## config.mk

```make
export PLATFORM = sky130hd
export DESIGN_NAME = unidad_control_multiciclo
export DESIGN_NICKNAME = d
export VERILOG_FILES = /design/src/rtl/unidad_control_multiciclo.sv
export SDC_FILE = /design/constraint.sdc
export NUM_CORES = 1
export LEC_CHECK = 0
export CORE_AREA = 2 2 48 50
export CTS_CLUSTER_DIAMETER = 50
export DETAILED_ROUTE_END_ITERATION = 8
export DIE_AREA = 0 0 50 52
export GPL_TIMING_DRIVEN = 0
export HOLD_SLACK_MARGIN = 0.15
export PLACE_DENSITY = 0.73
export SYNTH_ARGS = -nofsm -noshare
export SYNTH_HDL_FRONTEND = slang
export SYNTH_SLANG_ARGS = --single-unit
```

## constraint.sdc

```tcl
create_clock -name clk -period 1.55 [get_ports clk]
set_input_delay 0.3875 -clock clk [delete_from_list [all_inputs] [get_ports clk]]
set_output_delay 0.3875 -clock clk [all_outputs]
set_load 0.1 [all_outputs]
```

## src/rtl/unidad_control_multiciclo.sv

```systemverilog
// unidad_control_multiciclo: multicycle main control FSM for the RV32I core.
// Sequences the shared datapath through FETCH/DECODE/EXECUTE/MEMORY/WRITEBACK
// and stalls on the MemReady handshake.
// Optional feature macro: ILLEGAL_TRAP_EN (illegal opcode traps into an
// absorbing TRAP state; otherwise it retires as a NOP and Illegal stays 0).
module unidad_control_multiciclo (
  input  logic       clk,
  input  logic       reset,
  input  logic [6:0] op,
  input  logic [2:0] funct3,
  input  logic       Zero,
  input  logic       MemReady,
  output logic       PCWrite,
  output logic       AdrSrc,
  output logic       MemWrite,
  output logic       IRWrite,
  output logic       RegWrite,
  output logic [1:0] ResultSrc,
  output logic [1:0] ALUSrcA,
  output logic [1:0] ALUSrcB,
  output logic [1:0] ALUOp,
  output logic [2:0] ImmScr,
  output logic       InstrDone,
  output logic       Illegal
);

  localparam logic [6:0] OP_LW   = 7'b0000011;
  localparam logic [6:0] OP_SW   = 7'b0100011;
  localparam logic [6:0] OP_R    = 7'b0110011;
  localparam logic [6:0] OP_I    = 7'b0010011;
  localparam logic [6:0] OP_BR   = 7'b1100011;
  localparam logic [6:0] OP_JAL  = 7'b1101111;
  localparam logic [6:0] OP_LUI  = 7'b0110111;

  typedef enum logic [3:0] {
    FETCH,
    DECODE,
    MEMADR,
    MEMREAD,
    MEMWB,
    MEMWRITE,
    EXECR,
    EXECI,
    ALUWB,
    BEQ,
    JAL,
    LUI
`ifdef ILLEGAL_TRAP_EN
    ,
    TRAP
`endif
  } state_t;

  state_t state, state_n, state_eff;
  logic   op_legal;

  // Opcode legality, shared by next-state and DECODE outputs
  always_comb begin
    op_legal = 1'b0;
    case (op)
      OP_LW, OP_SW, OP_R, OP_I, OP_BR, OP_JAL, OP_LUI: op_legal = 1'b1;
      default:                                         op_legal = 1'b0;
    endcase
  end

  // Immediate format select, purely from the opcode
  always_comb begin
    ImmScr = 3'b000;
    case (op)
      OP_LW, OP_I: ImmScr = 3'b000;
      OP_SW:       ImmScr = 3'b001;
      OP_BR:       ImmScr = 3'b101;
      OP_LUI:      ImmScr = 3'b010;
      OP_JAL:      ImmScr = 3'b110;
      default:     ImmScr = 3'b000;
    endcase
  end

  // State register with synchronous reset
  always_ff @(posedge clk) begin
    if (reset) state <= FETCH;
    else       state <= state_n;
  end

  // Next-state logic
  always_comb begin
    state_n = state;
    case (state)
      FETCH:    if (MemReady) state_n = DECODE;
      DECODE: begin
        case (op)
          OP_LW, OP_SW: state_n = MEMADR;
          OP_R:         state_n = EXECR;
          OP_I:         state_n = EXECI;
          OP_BR:        state_n = BEQ;
          OP_JAL:       state_n = JAL;
          OP_LUI:       state_n = LUI;
`ifdef ILLEGAL_TRAP_EN
          default:      state_n = TRAP;
`else
          default:      state_n = FETCH;
`endif
        endcase
      end
      MEMADR:   state_n = (op == OP_LW) ? MEMREAD : MEMWRITE;
      MEMREAD:  if (MemReady) state_n = MEMWB;
      MEMWB:    state_n = FETCH;
      MEMWRITE: if (MemReady) state_n = FETCH;
      EXECR:    state_n = ALUWB;
      EXECI:    state_n = ALUWB;
      ALUWB:    state_n = FETCH;
      BEQ:      state_n = FETCH;
      JAL:      state_n = ALUWB;
      LUI:      state_n = ALUWB;
`ifdef ILLEGAL_TRAP_EN
      TRAP:     state_n = TRAP;
`endif
      default:  state_n = FETCH;
    endcase
  end

  // Output decode; while reset is high the FETCH selects are shown with all
  // write enables and InstrDone suppressed, so an aborted instruction writes nothing
  always_comb begin
    PCWrite   = 1'b0;
    AdrSrc    = 1'b0;
    MemWrite  = 1'b0;
    IRWrite   = 1'b0;
    RegWrite  = 1'b0;
    ResultSrc = 2'b00;
    ALUSrcA   = 2'b00;
    ALUSrcB   = 2'b00;
    ALUOp     = 2'b00;
    InstrDone = 1'b0;
    Illegal   = 1'b0;
    state_eff = reset ? FETCH : state;
    case (state_eff)
      FETCH: begin
        AdrSrc    = 1'b0;
        ALUSrcA   = 2'b00;
        ALUSrcB   = 2'b10;
        ALUOp     = 2'b00;
        ResultSrc = 2'b10;
        IRWrite   = MemReady;
        PCWrite   = MemReady;
      end
      DECODE: begin
        ALUSrcA   = 2'b01;
        ALUSrcB   = 2'b01;
        ALUOp     = 2'b00;
`ifndef ILLEGAL_TRAP_EN
        InstrDone = ~op_legal;
`endif
      end
      MEMADR: begin
        ALUSrcA = 2'b10;
        ALUSrcB = 2'b01;
        ALUOp   = 2'b00;
      end
      MEMREAD: AdrSrc = 1'b1;
      MEMWB: begin
        ResultSrc = 2'b01;
        RegWrite  = 1'b1;
        InstrDone = 1'b1;
      end
      MEMWRITE: begin
        AdrSrc    = 1'b1;
        MemWrite  = 1'b1;
        InstrDone = MemReady;
      end
      EXECR: begin
        ALUSrcA = 2'b10;
        ALUSrcB = 2'b00;
        ALUOp   = 2'b10;
      end
      EXECI: begin
        ALUSrcA = 2'b10;
        ALUSrcB = 2'b01;
        ALUOp   = 2'b10;
      end
      ALUWB: begin
        ResultSrc = 2'b00;
        RegWrite  = 1'b1;
        InstrDone = 1'b1;
      end
      BEQ: begin
        ALUSrcA   = 2'b10;
        ALUSrcB   = 2'b00;
        ALUOp     = 2'b01;
        ResultSrc = 2'b00;
        InstrDone = 1'b1;
        case (funct3)
          3'b000:  PCWrite = Zero;
          3'b001:  PCWrite = ~Zero;
          default: PCWrite = 1'b0;
        endcase
      end
      JAL: begin
        ALUSrcA   = 2'b01;
        ALUSrcB   = 2'b10;
        ALUOp     = 2'b00;
        ResultSrc = 2'b00;
        PCWrite   = 1'b1;
      end
      LUI: begin
        ALUSrcA = 2'b00;
        ALUSrcB = 2'b01;
        ALUOp   = 2'b10;
      end
`ifdef ILLEGAL_TRAP_EN
      TRAP: Illegal = 1'b1;
`endif
      default: ;
    endcase
    if (reset) begin
      PCWrite   = 1'b0;
      IRWrite   = 1'b0;
      RegWrite  = 1'b0;
      MemWrite  = 1'b0;
      InstrDone = 1'b0;
    end
  end

endmodule

```

==> load_flow_metrics.sql, run 1 <==
INSERT INTO impl_metrics (metric_group, metric, value, unit) VALUES
('clocking', 'hold_buffers', '0', ''),
('logic_synthesis', 'synth_area_leaders', 'dfxtp_1 11%, nor2_1 5.9%, a21oi_1 5.3%', ''),
('logic_synthesis', 'synth_top_cell_by_area', 'dfxtp_1', ''),
('placed_design', 'gpl.final_weighted_congestion', '0.785', ''),
('placed_design', 'placedCellCount', '167', ''),
('clocking', 'cts_setup_buffers', '40', ''),
('logic_synthesis', 'yosys_warnings', '0', ''),
('die', 'placementRows', '17', ''),
('die', 'initial_utilization', '36.1', '%'),
('die', 'die_w', '50', 'µm'),
('logic_synthesis', 'post_synth.cell_area_avg', '6.67', 'µm²'),
('die', 'die_height', '52', 'µm'),
('logic_synthesis', 'synth-seq-cells', '4', ''),
('clocking', 'clockBufferDepth', '2', ''),
('logic_synthesis', 'yosys.area_share.simple', '39.6', '%'),
('logic_synthesis', 'dominant_combinational_cell_family_by_area_after_synthesis', 'simple AND/OR/NAND/NOR gates', ''),
('logic_synthesis', 'sequential_element_share_of_the_synthesized_area', '10.5', '%'),
('logic_synthesis', 'syn_nets', '128', ''),
('logic_synthesis', 'synth_fa_ha_area_share', '0', '%'),
('logic_synthesis', 'synth_enable_flop_cells', '0', ''),
('die', 'boundaryPins', '32', ''),
('run_status', 'toolErrorMsg', '[ERROR DPL-0038] Utilization greater than 100%, impossible to legalize', ''),
('clocking', 'tritoncts_sinks', '4', ''),
('logic_synthesis', 'synthesis.area', '761', 'µm²'),
('clocking', 'clock-root-buffer', 'clkbuf_4', ''),
('logic_synthesis', 'yosys.area.top_type_share', '10.5', '%'),
('clocking', 'postCtsResizedCells', '227', ''),
('logic_synthesis', 'synth_area_in_xor_xnor', '4.61', '%'),
('logic_synthesis', 'ys_dominant_reg_cell', 'dfxtp_1', ''),
('logic_synthesis', 'synth_compound_gate_area_share', '32.2', '%'),
('logic_synthesis', 'synth_mux_area_share', '1.32', '%'),
('run_status', 'outcome', 'aborted with a tool error', ''),
('logic_synthesis', 'ys_types', '42', ''),
('placed_design', 'place_hpwl', '1800', 'µm'),
('logic_synthesis', 'synth-async-reset-ratio', '0', '%'),
('run_status', 'failing_step', '4_1_cts', ''),
('clocking', 'cts_max_level', '1', ''),
('logic_synthesis', 'postSynthCellCount', '114', ''),
('placed_design', 'place.port_buffers', '25', ''),
('clocking', 'number_of_cts_inserted_buffers', '3', '');
==> metrics by stage <==
step                setup slack [ps]  setup TNS (ps)  cell area (µm²)
global placement               -1680          -20540             1350
detailed placement             -1700          -20980             1350
floorplan                       -833           -6260             1070
==> cells in the mapped netlist, drive strengths merged, types with 4 or more instances <==
cell type,number
inv,4
a211oi,4
clkbuf,8
buf,6
nand2,4
nand2b,6
nor2b,5
nor3,4
nor2,12
o21ai,4
nand3,4
dfxtp,4
a21oi,8
nor4,5
==> cell families after synthesis <==
family | Yosys count
AO/OA/AOI/OAI | 34
other | 1
AND/OR/NAND/NOR | 52
buffers and inverters | 18
multiplexers | 1
flip-flops | 4
XOR/XNOR | 4
==> inputs of run 2 (changes only) <==
- CORE_AREA: 2 2 48 50 -> 2 2 63 65
- CTS_CLUSTER_DIAMETER: 50 -> unset
- DIE_AREA: 0 0 50 52 -> 0 0 65 67
- HOLD_SLACK_MARGIN: 0.15 -> unset
- PLACE_DENSITY: 0.73 -> unset
- PLACE_DENSITY_LB_ADDON: unset -> 0.15
- clock period: 1.55 -> 2.02 ns (I/O delays scaled with it)
==> load_flow_metrics.sql, run 2 <==
INSERT INTO impl_metrics (metric_group, metric, value, unit) VALUES
('critical_path', 'timing.critical_path.slowest_stage_cell', 'or3b_4', ''),
('clocking', 'tritoncts_sinks', '4', ''),
('critical_path', 'worst_setup_path_end_kind', 'primary output', ''),
('timing', 'worst_slack', '-325', 'ps'),
('logic_synthesis', 'synth_top_cell_by_area', 'dfxtp_1', ''),
('power_and_ir_drop', 'reported_leakage_power', '0.583', 'nW'),
('clocking', 'clock-root-buffer', 'clkbuf_8', ''),
('timing', 'fmaxAchievable', '426', 'MHz'),
('logic_synthesis', 'yosys_warnings', '0', ''),
('layout', 'drive_gt1_share', '52.6', '%'),
('grt', 'gr-usage-all-layers', '12.1', '%'),
('placed_design', 'dpl_worst_slack', '-1460', 'ps'),
('clocking', 'clockBufferDepth', '2', ''),
('timing', 'min_period_over_period', '116', '%'),
('grt', 'global_route.usage.met2', '22.0', '%'),
('timing', 'rsz0062_at_grt', 'true', ''),
('die', 'die-area', '4360', 'µm²'),
('routing', 'drc_errors', '0', ''),
('critical_path', 'cpLargestDelayFamily', 'simple AND/OR/NAND/NOR gates', ''),
('logic_synthesis', 'ys_dominant_reg_cell', 'dfxtp_1', ''),
('die', 'initial_utilization', '21.1', '%'),
('logic_synthesis', 'most_common_cell_in_the_synthesized_netlist', 'nor2_1', ''),
('logic_synthesis', 'synth-seq-cells', '4', ''),
('die', 'placeableCoreArea', '3610', 'µm²'),
('routing', 'antenna_violating_nets_post_route', '0', ''),
('timing', 'finalMaxSlewViolations', '0', ''),
('critical_path', 'reg2reg_from', 'state[3]', ''),
('die', 'placementRows', '22', ''),
('run_status', 'violations', 'setup timing', ''),
('logic_synthesis', 'synth-async-reset-ratio', '0', '%'),
('grt', 'via_count_of_the_first_global_routing_pass', '926', ''),
('critical_path', 'crit_path_max_incr_delay', '400', 'ps'),
('grt', 'antenna_found_initial', '0', ''),
('clocking', 'tritoncts', 'yes', ''),
('critical_path', 'critical_path.endpoint', 'InstrDone', ''),
('clocking', 'insertion_delay', '210', 'ps'),
('logic_synthesis', 'post_synth.cell_area_avg', '6.67', 'µm²'),
('clocking', 'cts_max_level', '1', ''),
('layout', 'largest_reg_flops', '4', ''),
('critical_path', 'worst-path-stages', '5', ''),
('logic_synthesis', 'synth_area_leaders', 'dfxtp_1 11%, nor2_1 5.9%, a21oi_1 5.3%', ''),
('layout', 'fin_nets', '168', ''),
('layout', 'layout_commonest_cell', 'buf_4', ''),
('timing', 'final.setup_skew', '3.49', 'ps'),
('power_and_ir_drop', 'peakVddDrop', '0.139', 'mV'),
('critical_path', 'r2r_cells', '5', ''),
('critical_path', 'worstPathMaxFanout', '10', ''),
('routing', 'drt_iter0_drc', '37', ''),
('critical_path', 'timing.critical_path.arrival', '1840', 'ps'),
('grt', 'grt-busiest-layer', 'met2', ''),
('layout', 'diodes', '0', ''),
('run', 'cap_violations', '0', ''),
('layout', 'layout_common_cells', '17 x buf_4, 8 x nor2_1, 8 x buf_12', ''),
('routing', 'drt_first_pass_iters', '4', ''),
('logic_synthesis', 'syn_nets', '128', ''),
('logic_synthesis', 'ys_types', '42', ''),
('critical_path', 'worstPathRequired', '1510', 'ps'),
('grt', 'grt_first_pass_wirelength', '4260', 'µm'),
('routing', 'vias', '985', ''),
('grt', 'grt_max_degree', '11', ''),
('critical_path', 'worst-r2r-setup-slack', '270', 'ps'),
('placed_design', 'place.port_buffers', '25', ''),
('placed_design', 'gpl.final_weighted_congestion', '0.856', ''),
('grt', 'globalRouteOverflowTotal', '0', ''),
('logic_synthesis', 'synth.cells.most_frequent', '12 x nor2_1, 8 x a21oi_1, 8 x clkbuf_1', ''),
('critical_path', 'crit_start', 'state[3]', ''),
('routing', 'route.final.wire_length', '2650', 'µm'),
('critical_path', 'timing.critical_path.from_type', 'flip-flop', ''),
('grt', 'groute.layer.met3.usage', '2.20', '%'),
('critical_path', 'critPathKind', 'reg2out', ''),
('layout', 'registers.top_by_ff_count', 'state', ''),
('logic_synthesis', 'yosys.area.top_type_share', '10.5', '%'),
('die', 'die_height', '67', 'µm'),
('critical_path', 'timing.critical_path.buf_inv', '2', ''),
('clocking', 'number_of_cts_inserted_buffers', '3', ''),
('layout', 'layout-area-overhead-vs-synth', '108', '%'),
('hold_path', 'worst_hold_path_type', 'in2reg', ''),
('routing', 'routed_wire_length_per_instance', '13.2', 'µm'),
('placed_design', 'place_hpwl', '1880', 'µm'),
('die', 'die_w', '65', 'µm'),
('timing', 'number_of_endpoints_with_negative_hold_slack_in_the_final_report', '0', ''),
('clocking', 'clk_pin_slew_worst_paths', '30', 'ps'),
('critical_path', 'worstReg2RegEnd', 'state[0]', ''),
('logic_synthesis', 'sequential_element_share_of_the_synthesized_area', '10.5', '%'),
('grt', 'global_routing_usage_on_met1', '15.1', '%'),
('run_status', 'outcome', 'finished with violations', ''),
('power_and_ir_drop', 'power.density_cell_area', '330', 'nW/µm²'),
('die', 'boundaryPins', '32', ''),
('logic_synthesis', 'synthesis.area', '761', 'µm²'),
('layout', 'biggestRegsByFlops', 'state (4)', ''),
('power_and_ir_drop', 'power.total', '520', 'µW'),
('logic_synthesis', 'postSynthCellCount', '114', ''),
('critical_path', 'critical_path.cell_chain', 'buf_6, or3b_4, or3_4, o31ai_4, buf_12', ''),
('timing', 'finalSetupViolations', '5', ''),
('timing', 'timing.final.crit_period', '2340', 'ps'),
('logic_synthesis', 'synth_enable_flop_cells', '0', ''),
('routing', 'vias_per_cell', '4.93', '');
[run 2: cell counts after synthesis]
Identical to the previous run, type by type.
[run 2: worst min path at each step]
stage                          end  depth (start not counted)      from
after CTS                 state[1]                          2     op[4]
final                     state[1]                          2     op[4]
after detailed placement  state[3]                          4  state[3]
after floorplan           state[1]                          1     op[4]
after global placement    state[3]                          4  state[3]
after global routing      state[1]                          2     op[4]
[run 2: per-layer routing]
layer | up-vias | share of wire (%)
met5 | - | 0
met2 | 35 | 49
li1 | 492 | -
met4 | 0 | 0.87
met1 | 456 | 45
met3 | 2 | 5.5
[run 2: cell type report]
type                       count  area [µm²]
timing repair buffer          35         393
tap                           48        60.1
inverter                       4        18.8
multi-input combinational     92         816
sequential                     4        81.3
fill                         378        2030
clock buffer                   3        41.3
buffer                        14         169
[run 2: cells by family after synthesis]
family | share of synthesized area (%)
flip-flops | 10.5
multiplexers | 1.32
XOR/XNOR | 4.61
AND/OR/NAND/NOR | 39.6
other | 0.493
buffers and inverters | 11.2
AO/OA/AOI/OAI | 32.2
[run 2: stage by stage]
| stage | setup TNS [ps] | std cells | area [µm²] | utilization, % | hold WS [ps] |
|---|---|---|---|---|---|
| after floorplan | -2420 | 114 | 992 | - | 604 |
| after global placement | -14810 | 187 | 1300 | 36.1 | 699 |
| after detailed placement | -14840 | 187 | 1300 | 36.1 | 703 |
| after CTS | -766 | 193 | 1450 | 40.3 | 589 |
| after global routing | -1100 | 200 | 1580 | 43.8 | 607 |
| final | -716 | 200 | 1580 | 43.8 | 594 |
[run 2: what timing repair did]
item / CTS / global route
gates resized for setup: 146 / 24
setup buffers: 3 / 7
pin swaps: 3 / 3
hold buffers: 0 / 0
setup endpoints to repair: 17 / 12
[run 2: power by group]
group	switching, mW	internal (mW)	total, mW
combinational	0.164	0.111	0.275
clock	0.0367	0.127	0.163
sequential	0.000650	0.0815	0.0821
total	0.201	0.319	0.520
Note: power is estimated with default switching activity, not from simulation.
==> inputs of run 3 (changes only) <==
- CELL_PAD_IN_SITES_DETAIL_PLACEMENT: unset -> 0
- CELL_PAD_IN_SITES_GLOBAL_PLACEMENT: unset -> 2
- CORE_AREA: 2 2 63 65 -> 2 2 64 66
- DIE_AREA: 0 0 65 67 -> 0 0 66 68
==> load_flow_metrics.sql, run 3 (synthesis gave the netlist of run 2 again) <==
INSERT INTO impl_metrics (metric_group, metric, value, unit) VALUES
('run_status', 'outcome', 'finished with violations', ''),
('run_status', 'violations', 'setup timing', ''),
('clocking', 'number_of_cts_inserted_buffers', '3', ''),
('power_and_ir_drop', 'power.share.switching', '40.4', '%'),
('placed_design', 'place.port_buffers', '25', ''),
('die', 'placementRows', '23', ''),
('layout', 'biggestRegsByFlops', 'state (4)', ''),
('power_and_ir_drop', 'power.share.combinational', '49.9', '%'),
('power_and_ir_drop', 'reported_leakage_power', '0.546', 'nW'),
('critical_path', 'worstPathRequired', '1510', 'ps'),
('routing', 'vias_per_cell', '4.90', ''),
('routing', 'routed_wire_length_per_instance', '13.9', 'µm'),
('routing', 'vias', '955', ''),
('grt', 'grt_max_degree', '11', ''),
('power_and_ir_drop', 'peakVddDrop', '0.102', 'mV'),
('clocking', 'insertion_delay', '220', 'ps'),
('clocking', 'clock-root-buffer', 'clkbuf_8', ''),
('layout', 'drive_gt1_share', '47.6', '%'),
('power_and_ir_drop', 'pwr-share-seq', '16.1', '%'),
('critical_path', 'worst_setup_path_end_kind', 'primary output', ''),
('layout', 'fin_nets', '161', ''),
('timing', 'final.setup_skew', '4.05', 'ps'),
('placed_design', 'placedInstanceArea', '1310', 'µm²'),
('layout', 'layout_common_cells', '10 x nor2_1, 10 x buf_4, 7 x buf_6, 7 x a21oi_1, 7 x buf_12', ''),
('routing', 'antenna_violating_nets_post_route', '0', ''),
('layout', 'multi_input_comb_area', '802', 'µm²'),
('timing', 'rsz0062_at_grt', 'true', ''),
('critical_path', 'crit_path_max_incr_delay', '400', 'ps'),
('critical_path', 'worstPathMaxFanout', '10', ''),
('clocking', 'cts_max_level', '1', ''),
('layout', 'ff_latch_area', '81.3', 'µm²'),
('die', 'placeableCoreArea', '3860', 'µm²'),
('clocking', 'clk_pin_slew_worst_paths', '30', 'ps'),
('placed_design', 'dpl_worst_slack', '-1490', 'ps'),
('critical_path', 'timing.critical_path.buf_inv', '2', ''),
('grt', 'grt_first_pass_wirelength', '4490', 'µm'),
('die', 'die_height', '68', 'µm'),
('hold_path', 'worst_hold_path_type', 'in2reg', ''),
('power_and_ir_drop', 'power.net_switching', '205', 'µW'),
('critical_path', 'critPathKind', 'reg2out', ''),
('routing', 'drt_iter0_drc', '35', ''),
('routing', 'route.final.wire_length', '2710', 'µm'),
('layout', 'final-instance-count-excl-fill', '195', ''),
('die', 'die_w', '66', 'µm'),
('clocking', 'tritoncts', 'yes', ''),
('die', 'die-area', '4490', 'µm²'),
('layout', 'largest_reg_flops', '4', ''),
('routing', 'drt_first_pass_iters', '4', ''),
('timing', 'finalMaxSlewViolations', '0', ''),
('grt', 'via_count_of_the_first_global_routing_pass', '938', ''),
('grt', 'globalRouteOverflowTotal', '0', ''),
('timing', 'worst_slack', '-343', 'ps'),
('clocking', 'clockBufferDepth', '2', ''),
('clocking', 'tritoncts_sinks', '4', ''),
('grt', 'gr-usage-all-layers', '12.8', '%'),
('layout', 'final_design_area_no_fill', '1480', 'µm²'),
('layout', 'diodes', '0', ''),
('critical_path', 'critical_path.cell_chain', 'buf_6, or3b_4, or3_4, o31ai_4, buf_12', ''),
('critical_path', 'timing.critical_path.arrival', '1860', 'ps'),
('layout', 'layout-area-overhead-vs-synth', '94.6', '%'),
('routing', 'drc_errors', '0', ''),
('critical_path', 'timing.critical_path.slowest_stage_cell', 'or3b_4', ''),
('placed_design', 'placedCellCount', '189', ''),
('timing', 'number_of_endpoints_with_negative_hold_slack_in_the_final_report', '0', ''),
('die', 'initial_utilization', '19.7', '%'),
('placed_design', 'place_hpwl', '2060', 'µm'),
('layout', 'final.fill_count', '412', ''),
('die', 'boundaryPins', '32', ''),
('layout', 'fin_util', '38.4', '%'),
('critical_path', 'timing.critical_path.from_type', 'flip-flop', ''),
('layout', 'registers.top_by_ff_count', 'state', ''),
('power_and_ir_drop', 'power.density_cell_area', '344', 'nW/µm²'),
('timing', 'timing.final.crit_period', '2360', 'ps'),
('timing', 'fin_tns_setup', '-821', 'ps'),
('timing', 'fmaxAchievable', '423', 'MHz'),
('power_and_ir_drop', 'clockPowerShare', '34.0', '%'),
('placed_design', 'gpl.final_weighted_congestion', '0.791', ''),
('critical_path', 'cpLargestDelayFamily', 'simple AND/OR/NAND/NOR gates', ''),
('timing', 'finalSetupViolations', '6', ''),
('grt', 'antenna_found_initial', '0', ''),
('power_and_ir_drop', 'internal_dissipation', '303', 'µW'),
('run', 'cap_violations', '0', ''),
('timing', 'min_period_over_period', '117', '%');
run 3: changes by cell type in the layout (fill, tap and decap cells not counted), sizes merged:
cell           before  now
inv                 3    4
clkdlybuf4s50       4    1
clkinvlp            1    0
buf                36   28
dlygate4sd2         2    5
clkbuf             10   11
run 3: metal layers:
layer / track usage [%] / vias up / wire length (µm)
li1: - / 478 / -
met1: 15.9 / 450 / 1230
met2: 23.1 / 25 / 1360
met3: 2.30 / 2 / 110
met4: 2.81 / 0 / 10
met5: 0 / - / 0
run 3: what timing repair did:
| item | 4_1_cts | 5_1_grt |
|---|---|---|
| buffers inserted | 3 | 0 |
| setup endpoints to repair | 17 | 13 |
| gates resized for setup | 154 | 7 |
| hold buffers | 0 | 0 |
| pin swaps | 7 | 3 |
run 3: final cells by class:
type,instances,area share [%]
plain buffers,14,10.7
inverters,4,1.01
multi-input cells,92,54.2
repair buffers,28,21.6
clock buffers,3,2.79
flip-flops and latches,4,5.49
well taps,50,4.23
run 3: worst paths after layout:
check	to	cells past startpoint	slack [ps]	startpoint
max	InstrDone	5	-340	state[0]
min	state[1]	2	580	op[4]
max reg2reg	state[0]	4	380	state[0]
min reg2reg	state[3]	3	680	state[3]
run 3: per-stage QoR:
| stage | power [mW] | hold WS [ps] |
|---|---|---|
| 6_report | 0.509 | 583 |
| 5_1_grt | 0.532 | 606 |
| 4_1_cts | 0.514 | 581 |
| 3_5_place_dp | 0.322 | 677 |
| 3_3_place_gp | 0.321 | 678 |
| 2_1_floorplan | 0.266 | 604 |
run 3: worst register-to-register path, stage by stage (launching register included):
cell,delay [ps]
dfxtp_2,310
buf_6,140
or3b_4,400
or3_4,370
o41ai_2,310
run 3: power groups by stage:
stage          registers (mW)  clock network [mW]  logic [mW]
2_1_floorplan          0.0825                   0       0.183
4_1_cts                0.0820               0.177       0.255
3_3_place_gp           0.0826                   0       0.239
5_1_grt                0.0821               0.181       0.268
6_report               0.0820               0.173       0.254
3_5_place_dp           0.0826                   0       0.239
==> inputs of run 4 (changes only) <==
- GPL_ROUTABILITY_DRIVEN: unset -> 1
==> results of run 4 <==
Final layout, timing and power as in run 3 (identical DEF).
